==> src/rtl/jtkunio_ram_arb.sv <==
// rtl/jtkunio_ram_arb.sv - scroll RAM arbiter between the 6502 bus and the video tile fetcher
module jtkunio_ram_arb #(
  parameter int AW      = 11,
  parameter int MAXWAIT = 3
) (
  input  logic          clk,
  input  logic          rst,
  // main CPU bus
  input  logic          cpu_cs,
  input  logic          cpu_rnw,
  input  logic [AW-1:0] cpu_addr,
  input  logic [7:0]    cpu_dout,
  output logic [7:0]    cpu_din,
  output logic          cpu_ok,
  // scroll tile fetcher
  input  logic          vid_cs,
  input  logic [AW-1:0] vid_addr,
  output logic [7:0]    vid_data,
  output logic          vid_ok,
  // single-port synchronous RAM
  output logic [AW-1:0] ram_addr,
  output logic [7:0]    ram_din,
  output logic          ram_we,
  input  logic [7:0]    ram_dout
);

  // Starvation counter must hold 0..MAXWAIT; keep at least one bit so MAXWAIT=0 still elaborates.
  localparam int SW = (MAXWAIT < 1) ? 1 : $clog2(MAXWAIT + 1);
  localparam logic [SW-1:0] MAXW = SW'(MAXWAIT);

  typedef enum logic [1:0] {
    IDLE   = 2'd0,
    ACCESS = 2'd1,
    LATCH  = 2'd2
  } state_t;

  state_t        st;
  logic [SW-1:0] starve;
  logic [AW-1:0] cpu_served;
  logic [AW-1:0] vid_served;
  logic          win_cpu;
  logic          win_rnw;
  logic          abort;

  logic          cpu_pend;
  logic          vid_pend;
  logic          grant_cpu;
  logic          grant_vid;
  logic          cpu_same;
  logic          vid_same;

  // A request is pending unless it is the one already acknowledged; a new
  // address under a held cs counts as a fresh request straight away.
  always_comb begin
    cpu_same  = (cpu_addr == cpu_served);
    vid_same  = (vid_addr == vid_served);
    cpu_pend  = cpu_cs & ~(cpu_ok & cpu_same);
    vid_pend  = vid_cs & ~(vid_ok & vid_same);
    grant_cpu = 1'b0;
    grant_vid = 1'b0;
    if (vid_pend && (!cpu_pend || starve < MAXW)) begin
      grant_vid = 1'b1;
    end else if (cpu_pend) begin
      grant_cpu = 1'b1;
    end
  end

  // Three-step access sequencer: grant in IDLE, RAM cycle in ACCESS, capture in LATCH.
  always_ff @(posedge clk or posedge rst) begin
    if (rst) begin
      st         <= IDLE;
      starve     <= '0;
      cpu_served <= '0;
      vid_served <= '0;
      win_cpu    <= 1'b0;
      win_rnw    <= 1'b0;
      abort      <= 1'b0;
      ram_addr   <= '0;
      ram_din    <= '0;
      ram_we     <= 1'b0;
      cpu_din    <= '0;
      cpu_ok     <= 1'b0;
      vid_data   <= '0;
      vid_ok     <= 1'b0;
    end else begin
      // ok only acknowledges the served request; drop it once cs or the address moves on
      if (cpu_ok && (!cpu_cs || !cpu_same)) cpu_ok <= 1'b0;
      if (vid_ok && (!vid_cs || !vid_same)) vid_ok <= 1'b0;

      case (st)
        IDLE: begin
          if (!cpu_cs) starve <= '0;
          if (grant_vid) begin
            win_cpu    <= 1'b0;
            win_rnw    <= 1'b1;
            ram_addr   <= vid_addr;
            ram_din    <= cpu_dout;
            vid_served <= vid_addr;
            abort      <= 1'b0;
            if (cpu_pend && starve != MAXW) starve <= starve + SW'(1);
            st         <= ACCESS;
          end else if (grant_cpu) begin
            win_cpu    <= 1'b1;
            win_rnw    <= cpu_rnw;
            ram_addr   <= cpu_addr;
            ram_din    <= cpu_dout;
            ram_we     <= ~cpu_rnw;
            cpu_served <= cpu_addr;
            abort      <= 1'b0;
            starve     <= '0;
            st         <= ACCESS;
          end
        end
        ACCESS: begin
          ram_we <= 1'b0;
          if (win_cpu ? !cpu_cs : !vid_cs) abort <= 1'b1;
          st     <= LATCH;
        end
        LATCH: begin
          if (win_cpu) begin
            if (win_rnw) cpu_din <= ram_dout;
            if (!abort && cpu_cs && cpu_same) cpu_ok <= 1'b1;
          end else begin
            vid_data <= ram_dout;
            if (!abort && vid_cs && vid_same) vid_ok <= 1'b1;
          end
          st <= IDLE;
        end
        default: begin
          ram_we <= 1'b0;
          st     <= IDLE;
        end
      endcase
    end
  end

endmodule

==> config.mk <==
export PLATFORM = sky130hd
export DESIGN_NAME = jtkunio_ram_arb
export DESIGN_NICKNAME = d
export VERILOG_FILES = /design/src/rtl/jtkunio_ram_arb.sv
export SDC_FILE = /design/constraint.sdc
export NUM_CORES = 1
export LEC_CHECK = 0
export ABC_AREA = 1
export ABC_CLOCK_PERIOD_IN_PS = 2000
export BUFFER_PORTS_ARGS = -buffer_cell sky130_fd_sc_hd__clkbuf_2
export CORE_MARGIN = 1.5
export CORE_UTILIZATION = 48
export CTS_CLUSTER_DIAMETER = 100
export CTS_CLUSTER_SIZE = 25
export DETAILED_ROUTE_END_ITERATION = 6
export PLACE_DENSITY_LB_ADDON = 0.05
export SKIP_CTS_REPAIR_TIMING = 1
export SLEW_MARGIN = 10
export SYNTH_ARGS = -nofsm -noshare
export SYNTH_HDL_FRONTEND = slang
export SYNTH_SLANG_ARGS = --single-unit
==> constraint.sdc <==
create_clock -name clk -period 2 [get_ports clk]
set_input_delay 0.3 -clock clk [delete_from_list [all_inputs] [get_ports clk]]
set_output_delay 0.3 -clock clk [all_outputs]
set_load 0.005 [all_outputs]
After elaboration in Yosys (flattened, before gate mapping). Cells that the tools add are included.

Add/sub/neg operators: 1. Multipliers: 0. Div/mod/pow operators: 0. Magnitude comparators: 1. Equality and inequality tests: 9. Shift operators: 0. Muxes and demuxes: 34. Bitwise logic cells: 10. Reductions and logical operators: 27.

Operator list (number): equality test 11 bit (2); two-way mux 11 bit (2); two-way mux 1 bit (21); two-way mux 8 bit (2); two-way mux 2 bit (6); AND reduction 3 bit (4); logical AND 1 bit (8); != test 2 bit, second input constant (4); logical NOT 1 bit (6); inverter 1 bit (6); AND reduction 2 bit (3); bitwise AND 1 bit (4); one-hot mux 1 bit (2 select lines) (2); one-hot mux 2 bit (2 select lines) (1); nonzero test 2 bit (2); logical OR 1 bit (3); != test 3 bit, second input constant (1); adder 2 x 1 -> 2 bit, second input constant (1); equality test 2 x 1 -> 1 bit, second input constant (1); equality test 2 bit, second input constant (1); logical NOT 2 bit (1); less-than comparator 2 bit, second input constant (1).

Bits in registers: 67. Bits in latches: 0. RAM bits: 0. ROM bits: 0. Logic and storage cells: 96. Memories kept: 0.

Depth between registers and ports, before layout. Gate-level depths: netlist of run 1.

Depth in word-level cells: 11. Depth in mapped cells: 15.

Worst setup path after synthesis of run 1. OpenSTA, ideal clock, no wires.

Kind: register -> register. Start: register cpu_served[6]. End: register ram_addr[0]. Setup time: 0.124 ns. Arrival time: 1.471 ns. Required time: 1.876 ns. Setup slack: 0.406 ns. Cell stages (with the launch flop): 12. Clock period less this slack: 1.594 ns. Path through: dfrtp_1 -> xnor2_1 -> nand2_1 -> nor2_2 -> nand4_2 -> nand2_2 -> nand2_2 -> nand2_4 -> inv_2 -> buf_2 -> nor2_1 -> a21oi_1.

Cells in the longest elaborated chain, start to end: 10. Elaborated cells on any way between the ends: 13. Those cells by class: eq/ne (1); mux (4); bitwise (3); reduce/logical (5).

RTL lines: from (decl) (line 39) `logic [AW-1:0] cpu_served;`; from (signal assigned) (line 108) `cpu_served <= cpu_addr;`; equality test 11 bit * (line 55) `cpu_same = (cpu_addr == cpu_served);`; bitwise AND 1 bit * (line 57) `cpu_pend = cpu_cs & ~(cpu_ok & cpu_same);`; inverter 1 bit * (line 57); bitwise AND 1 bit * (line 57); logical NOT 1 bit (line 61) `if (vid_pend && (!cpu_pend || starve < MAXW)) begin`; logical OR 1 bit (line 61); logical AND 1 bit (line 61); two-way mux 1 bit (line 61); nonzero test 2 bit (no source line); AND reduction 2 bit (no source line); to (signal assigned) (line 96) `ram_addr <= vid_addr;`; to (signal assigned) (line 105) `ram_addr <= cpu_addr;`; to (decl) (line 21) `output logic [AW-1:0] ram_addr,`.

Every way passes the cells marked *; elsewhere a longest branch is shown, timed or not. A chain may end at the register's enable or synchronous reset.

Worst setup path after layout of run 1.
Start: register cpu_served[5]. End: register ram_addr[0].

Same word-level chain as after synthesis.

==> impl_metrics.ini, run 1 <==
[clock_tree]
clock_sinks = 67
cts_tree = built
cts_made_buffers = 9
clk_pin_slew_ns = 0.08
cts_buffer_depth = 2
cts_max_level = 3
root_buffer = clkbuf_8
clock_latency_ns = 0.35

[power_and_ir_drop]
p_leak_nw = 2.16
finalPower_mw = 5.83
ir_drop_mv = 0.698
p_per_area_mw_per_mm2 = 1490

[placed_design]
dpl.cell_count = 548
hpwl_mm = 5.03
portBuffers = 80
gp_congestion = 0.783
dp_slack_ns = 0.0213

[run]
cap_violations = 0

[layout]
fillCellCount = 588
nets = 528
layoutNonFillerInstCount = 566
areaGrowthSynthToFinish_pct = 21.4
fin_util = 0.610
insertedDiodeCount = 0
drive_gt1_frac = 0.266

[timing]
tightest_slew_ns = 0.546
finalClockSkew_ns = 0.0104
fin_crit_sh = 0.913
fin_crit_ns = 1.83
slew_headroom = 0.635
finalHoldViolations = 0
max_freq_mhz = 548
finalWorstSetupSlack_ns = 0.174
maxSlewViolCount = 0
setup_viol = 0

[synthesis]
synth_enable_flop_cells = 0
syn_area_per_cell_sq_um = 8.11
synth_top_family_by_area = simple AND/OR/NAND/NOR gates
yosys-top-cells-count = nand2_1 (146), dfrtp_1 (67), inv_1 (42), a21oi_1 (27), nor2_1 (22)
syn_area_sq_mm = 0.00323
synth_top_cell_area_share = 0.520
yosys-mux-area-fraction = 0
ys_ff_latch = 67
ys.flop_type = dfrtp_1
ys_seq_area_frac = 0.520
synthAdderAreaFrac = 0.00388
synth_nets = 442
synth-simple-area-share = 0.261
ys_types = 30
synth_top_area_cell = dfrtp_1
synthCells = 398
ys_top_cells_by_area = dfrtp_1 (52%), nand2_1 (17%), inv_1 (4.9%)
yosys_warnings = 0
synth_compound_area_frac = 0.105
synth_xor_area_frac = 0.0217
synth-async-reset-ratio = 1.00
synth.most_common_cell = nand2_1

[floorplan]
io_pins = 81
die_x_um = 85.0
core_sq_mm = 0.00642
placement_rows = 29
design.die.area_sq_mm = 0.00722
die_h_um = 85.0
initial_utilization = 0.502

[worst_hold_path]
min_path_type = in2async

[global_route]
antenna_found_initial = 0
overflow = 0
grt_pass1_vias = 2451
grt_usage = 0.206
grt_pass1_wl_mm = 11.6
grt_max_degree = 68

[setup_path]
crit_fanout = 19
start_kind = flop
path_class = reg2reg
rrSetupSlack_ns = 0.17
cp.required_ns = 2.26
worst_setup_path_end_kind = flop
arrival_ns = 2.09

[route]
vias = 2674
drt-wirelength-per-cell_um = 12.6
drc = 5
dr.pass1.iters = 6
ant_nets = 0
viasPerCell = 4.72
wirelength_mm = 7.11
drt_iter0_drc = 132

[run_status]
violations = design-rule violations
status = complete, but fails checks
## area by class of cell
type / instances / area [sq um] / area share
repair buffers: 87 / 473 / 0.121
multi-input cells: 270 / 1280 / 0.326
inverters: 49 / 194 / 0.0495
flip-flops and latches: 67 / 1680 / 0.428
clock inverters: 7 / 76.3 / 0.0195
well taps: 77 / 96.3 / 0.0246
clock buffers: 9 / 124 / 0.0316
## critical path, cell delays in order, from the launching register on
cell	delay [ns]
dfrtp_1	0.38
inv_1	0.09
nand2_1	0.06
nand2_1	0.05
nand2_1	0.06
nor2_2	0.18
nand4_4	0.16
nand2_2	0.12
nand2_2	0.08
nand2_4	0.12
buf_6	0.21
a21oi_1	0.07
a21oi_1	0.15
## placed cells by master, fill, tap and decap left out, types with 2 or more instances in the layout
master      count
clkbuf_8        9
buf_4           4
nand2_2         2
nor2_1         21
inv_1          41
inv_6           2
dfrtp_1        67
clkbuf_2       80
nand3_1        12
o21ai_0        20
clkinvlp_4      2
a21oi_1        27
o21ai_1         8
o21ai_2         6
nand2_4         3
a31oi_1         2
inv_2           6
nand4_1         2
xnor2_1         7
nor2_2          5
nand2_1       146
buf_6           2
## through the flow
stage	TNS [ns]	cell area, sq um	hold WS [ns]
final	0	3920	0.00291
after global routing	-0.0234	3920	0.0399
after CTS	0	3880	-0.00161
after detailed placement	0	3680	0.393
after global placement	0	3680	0.393
after floorplan	0	3230	0.410
## metal layers
metal | share of wire | track usage
met4 | 0.014 | 0.0805
met1 | 0.49 | 0.289
met5 | 0 | 0
met3 | 0.050 | 0.0447
met2 | 0.45 | 0.313
## state kept, by name (all words and copies together), names as in the netlist
signal / flops
vid_data: 8
vid_served: 11
st: 2
abort: 1
win_cpu: 1
cpu_ok: 1
ram_we: 1
vid_ok: 1
ram_din: 8
ram_addr: 11
win_rnw: 1
cpu_din: 8
starve: 2
cpu_served: 11
## where the power goes
| group | internal, mW | switching [mW] |
|---|---|---|
| Clock | 0.584 | 0.579 |
| Sequential | 2.01 | 0.385 |
| Combinational | 0.945 | 1.33 |
| Total | 3.53 | 2.30 |
## kinds of logic after synthesis
family | count (synthesis)
compound gates | 63
flops | 67
simple gates | 198
xor+xnor | 8
buf+inv | 61
fa+ha+maj | 1
## path summary, 6_finish.rpt
| kind | cells after the start | endpoint | startpoint |
|---|---|---|---|
| max | 12 | ram_addr[0]$_DFFE_PP0P_ | cpu_served[5]$_DFFE_PP0P_ |
| min reg2reg | 1 | st[1]$_DFFE_PP0P_ | st[1]$_DFFE_PP0P_ |
| min in group clk | 3 | ram_din[5]$_DFFE_PP0P_ | cpu_dout[5] |
| min | 3 | vid_served[3]$_DFFE_PP0P_ | rst |
| max in group asynchronous | 3 | win_rnw$_DFFE_PP0P_ | rst |
| max reg2reg | 12 | ram_addr[0]$_DFFE_PP0P_ | cpu_served[5]$_DFFE_PP0P_ |
(Power assumes the default switching activity.)
==> run 2, diff against run 1 <==
BUFFER_PORTS_ARGS = not set   (was -buffer_cell sky130_fd_sc_hd__clkbuf_2)
CORE_UTILIZATION = 57   (was 48)
DONT_BUFFER_PORTS = 1   (was not set)
==> impl_metrics.ini, run 2 (synthesized netlist as in run 1, its figures left out) <==
[layout]
layout_commonest_cell = nand2_1
layout_common_cells = nand2_1 (146), dfrtp_1 (67), inv_1 (41), a21oi_1 (27), nor2_1 (22)
areaGrowthSynthToFinish_pct = 9.42
insertedDiodeCount = 0
fin_area_sq_mm = 0.00353
biggestRegsByFlops = cpu_served x11, ram_addr x11, vid_served x11
layoutNonFillerInstCount = 482
nets = 449
fillCellCount = 492
drive_gt1_frac = 0.117

[timing]
rsz0062_at_grt = false
fin_crit_sh = 0.905
setup_viol = 0
maxSlewViolCount = 0
tightest_slew_ns = 0.510
slew_headroom = 0.659
finalHoldViolations = 0
tns_ns = 0
fin_crit_ns = 1.81
max_freq_mhz = 552
finalClockSkew_ns = 0.00371

[global_route]
grt_pass1_wl_mm = 11.2
antenna_found_initial = 0
grt_pass1_vias = 2412
grt_usage = 0.240
grt_max_degree = 36
busiest_layer = met2
overflow = 0
grtUsageMet3 = 0.0744
met2_usage = 0.377
grt_util_met1 = 0.299

[power_and_ir_drop]
seq_power_share = 0.458
p_leak_nw = 1.83
ir_drop_mv = 0.954
p_int_mw = 3.32
p_per_area_mw_per_mm2 = 1550
pwr-share-comb = 0.341
p_sw_frac = 0.391
p_switching_mw = 2.13
pwr-share-clk = 0.201

[placed_design]
hpwl_mm = 4.93
dpl.cell_count = 465
portBuffers = 0
gp_congestion = 0.766
dpl-instance-area_sq_mm = 0.00330

[route]
vias = 2463
drc = 0
wirelength_mm = 6.71
ant_nets = 0
viasPerCell = 5.11
dr.pass1.iters = 4
drt_iter0_drc = 120
drt-wirelength-per-cell_um = 13.9

[setup_path]
arrival_ns = 2.07
worst_setup_path_end_kind = flop
start_kind = flop
path_class = reg2reg
cp.required_ns = 2.26
crit_fanout = 12

[run_status]
status = finished, final reports clean

[clock_tree]
root_buffer = clkbuf_8
cts_tree = built
cts_max_level = 3
clock_latency_ns = 0.34
cts_buffer_depth = 2
cts_made_buffers = 9
clock_sinks = 67
clk_pin_slew_ns = 0.07

[floorplan]
core_sq_mm = 0.00547
io_pins = 81
design.die.area_sq_mm = 0.00612
initial_utilization = 0.590
placement_rows = 27
die_h_um = 78.2
die_x_um = 78.2

[worst_hold_path]
min_path_type = in2reg

[run]
cap_violations = 0
## run 2: changes by cell type in the layout (fill, tap and decap cells not counted), sizes merged
cell,delta
clkbuf,-78
clkinv,+1
dlygate4sd3,+1
clkinvlp,-1
inv,-2
## run 2: worst max-delay path: stages (launching register included)
cell     delay, ns
dfrtp_1       0.38
inv_1         0.08
nand2_1       0.06
nand2_1       0.07
nand2_1       0.07
nor2_2        0.19
nand4_4       0.15
nand2_2       0.12
nand2_2       0.10
nand2_8       0.13
buf_4         0.20
a21oi_1       0.05
a21oi_1       0.14
## run 2: area by class of cell
class / instances / area (sq um) / share of cell area
Clock buffer: 11 / 141 / 0.0400
Multi-Input combinational cell: 270 / 1290 / 0.365
Tap cell: 72 / 90.1 / 0.0255
Inverter: 49 / 194 / 0.0549
Clock inverter: 5 / 52.6 / 0.0149
Sequential cell: 67 / 1680 / 0.475
Timing Repair Buffer: 8 / 87.6 / 0.0248
## run 2: path summary, 6_finish.rpt
check	start	end	slack [ns]	cells after the start
hold / removal	cpu_dout[2]	ram_din[2]$_DFFE_PP0P_	0.07	2
setup reg to reg	cpu_served[7]$_DFFE_PP0P_	ram_addr[8]$_DFFE_PP0P_	0.19	12
setup / recovery	cpu_served[7]$_DFFE_PP0P_	ram_addr[8]$_DFFE_PP0P_	0.19	12
hold reg to reg	st[1]$_DFFE_PP0P_	st[1]$_DFFE_PP0P_	0.48	1
min in group asynchronous	rst	vid_data[7]$_DFFE_PP0P_	0.35	2
max in group asynchronous	rst	win_cpu$_DFFE_PP0P_	1.09	3
## run 2: power groups by stage
stage / logic, mW / clock network (mW) / registers, mW
6_report: 1.86 / 1.10 / 2.50
2_1_floorplan: 1.54 / 0 / 2.39
5_1_grt: 2.17 / 1.18 / 2.58
3_3_place_gp: 1.74 / 0 / 2.50
4_1_cts: 1.84 / 1.12 / 2.50
3_5_place_dp: 1.83 / 0 / 2.52
## run 2: per-layer routing
| metal | up-vias | part of all wire |
|---|---|---|
| met5 | - | 0 |
| met4 | 0 | 0.022 |
| met3 | 15 | 0.077 |
| met2 | 78 | 0.47 |
| met1 | 1120 | 0.43 |
| li1 | 1250 | - |
## run 2: metrics by stage
| stage | power, mW | worst slack [ns] | hold slack [ns] | utilization |
|---|---|---|---|---|
| final | 5.46 | 0.189 | 0.0689 | 0.645 |
| after global placement | 4.24 | 0.185 | 0.139 | 0.603 |
| after global routing | 5.94 | 0.00531 | 0.0679 | 0.645 |
| after CTS | 5.46 | 0.0967 | -0.237 | 0.639 |
| after detailed placement | 4.35 | 0.111 | 0.142 | 0.603 |
| after floorplan | 3.92 | 0.0168 | 0.410 | - |
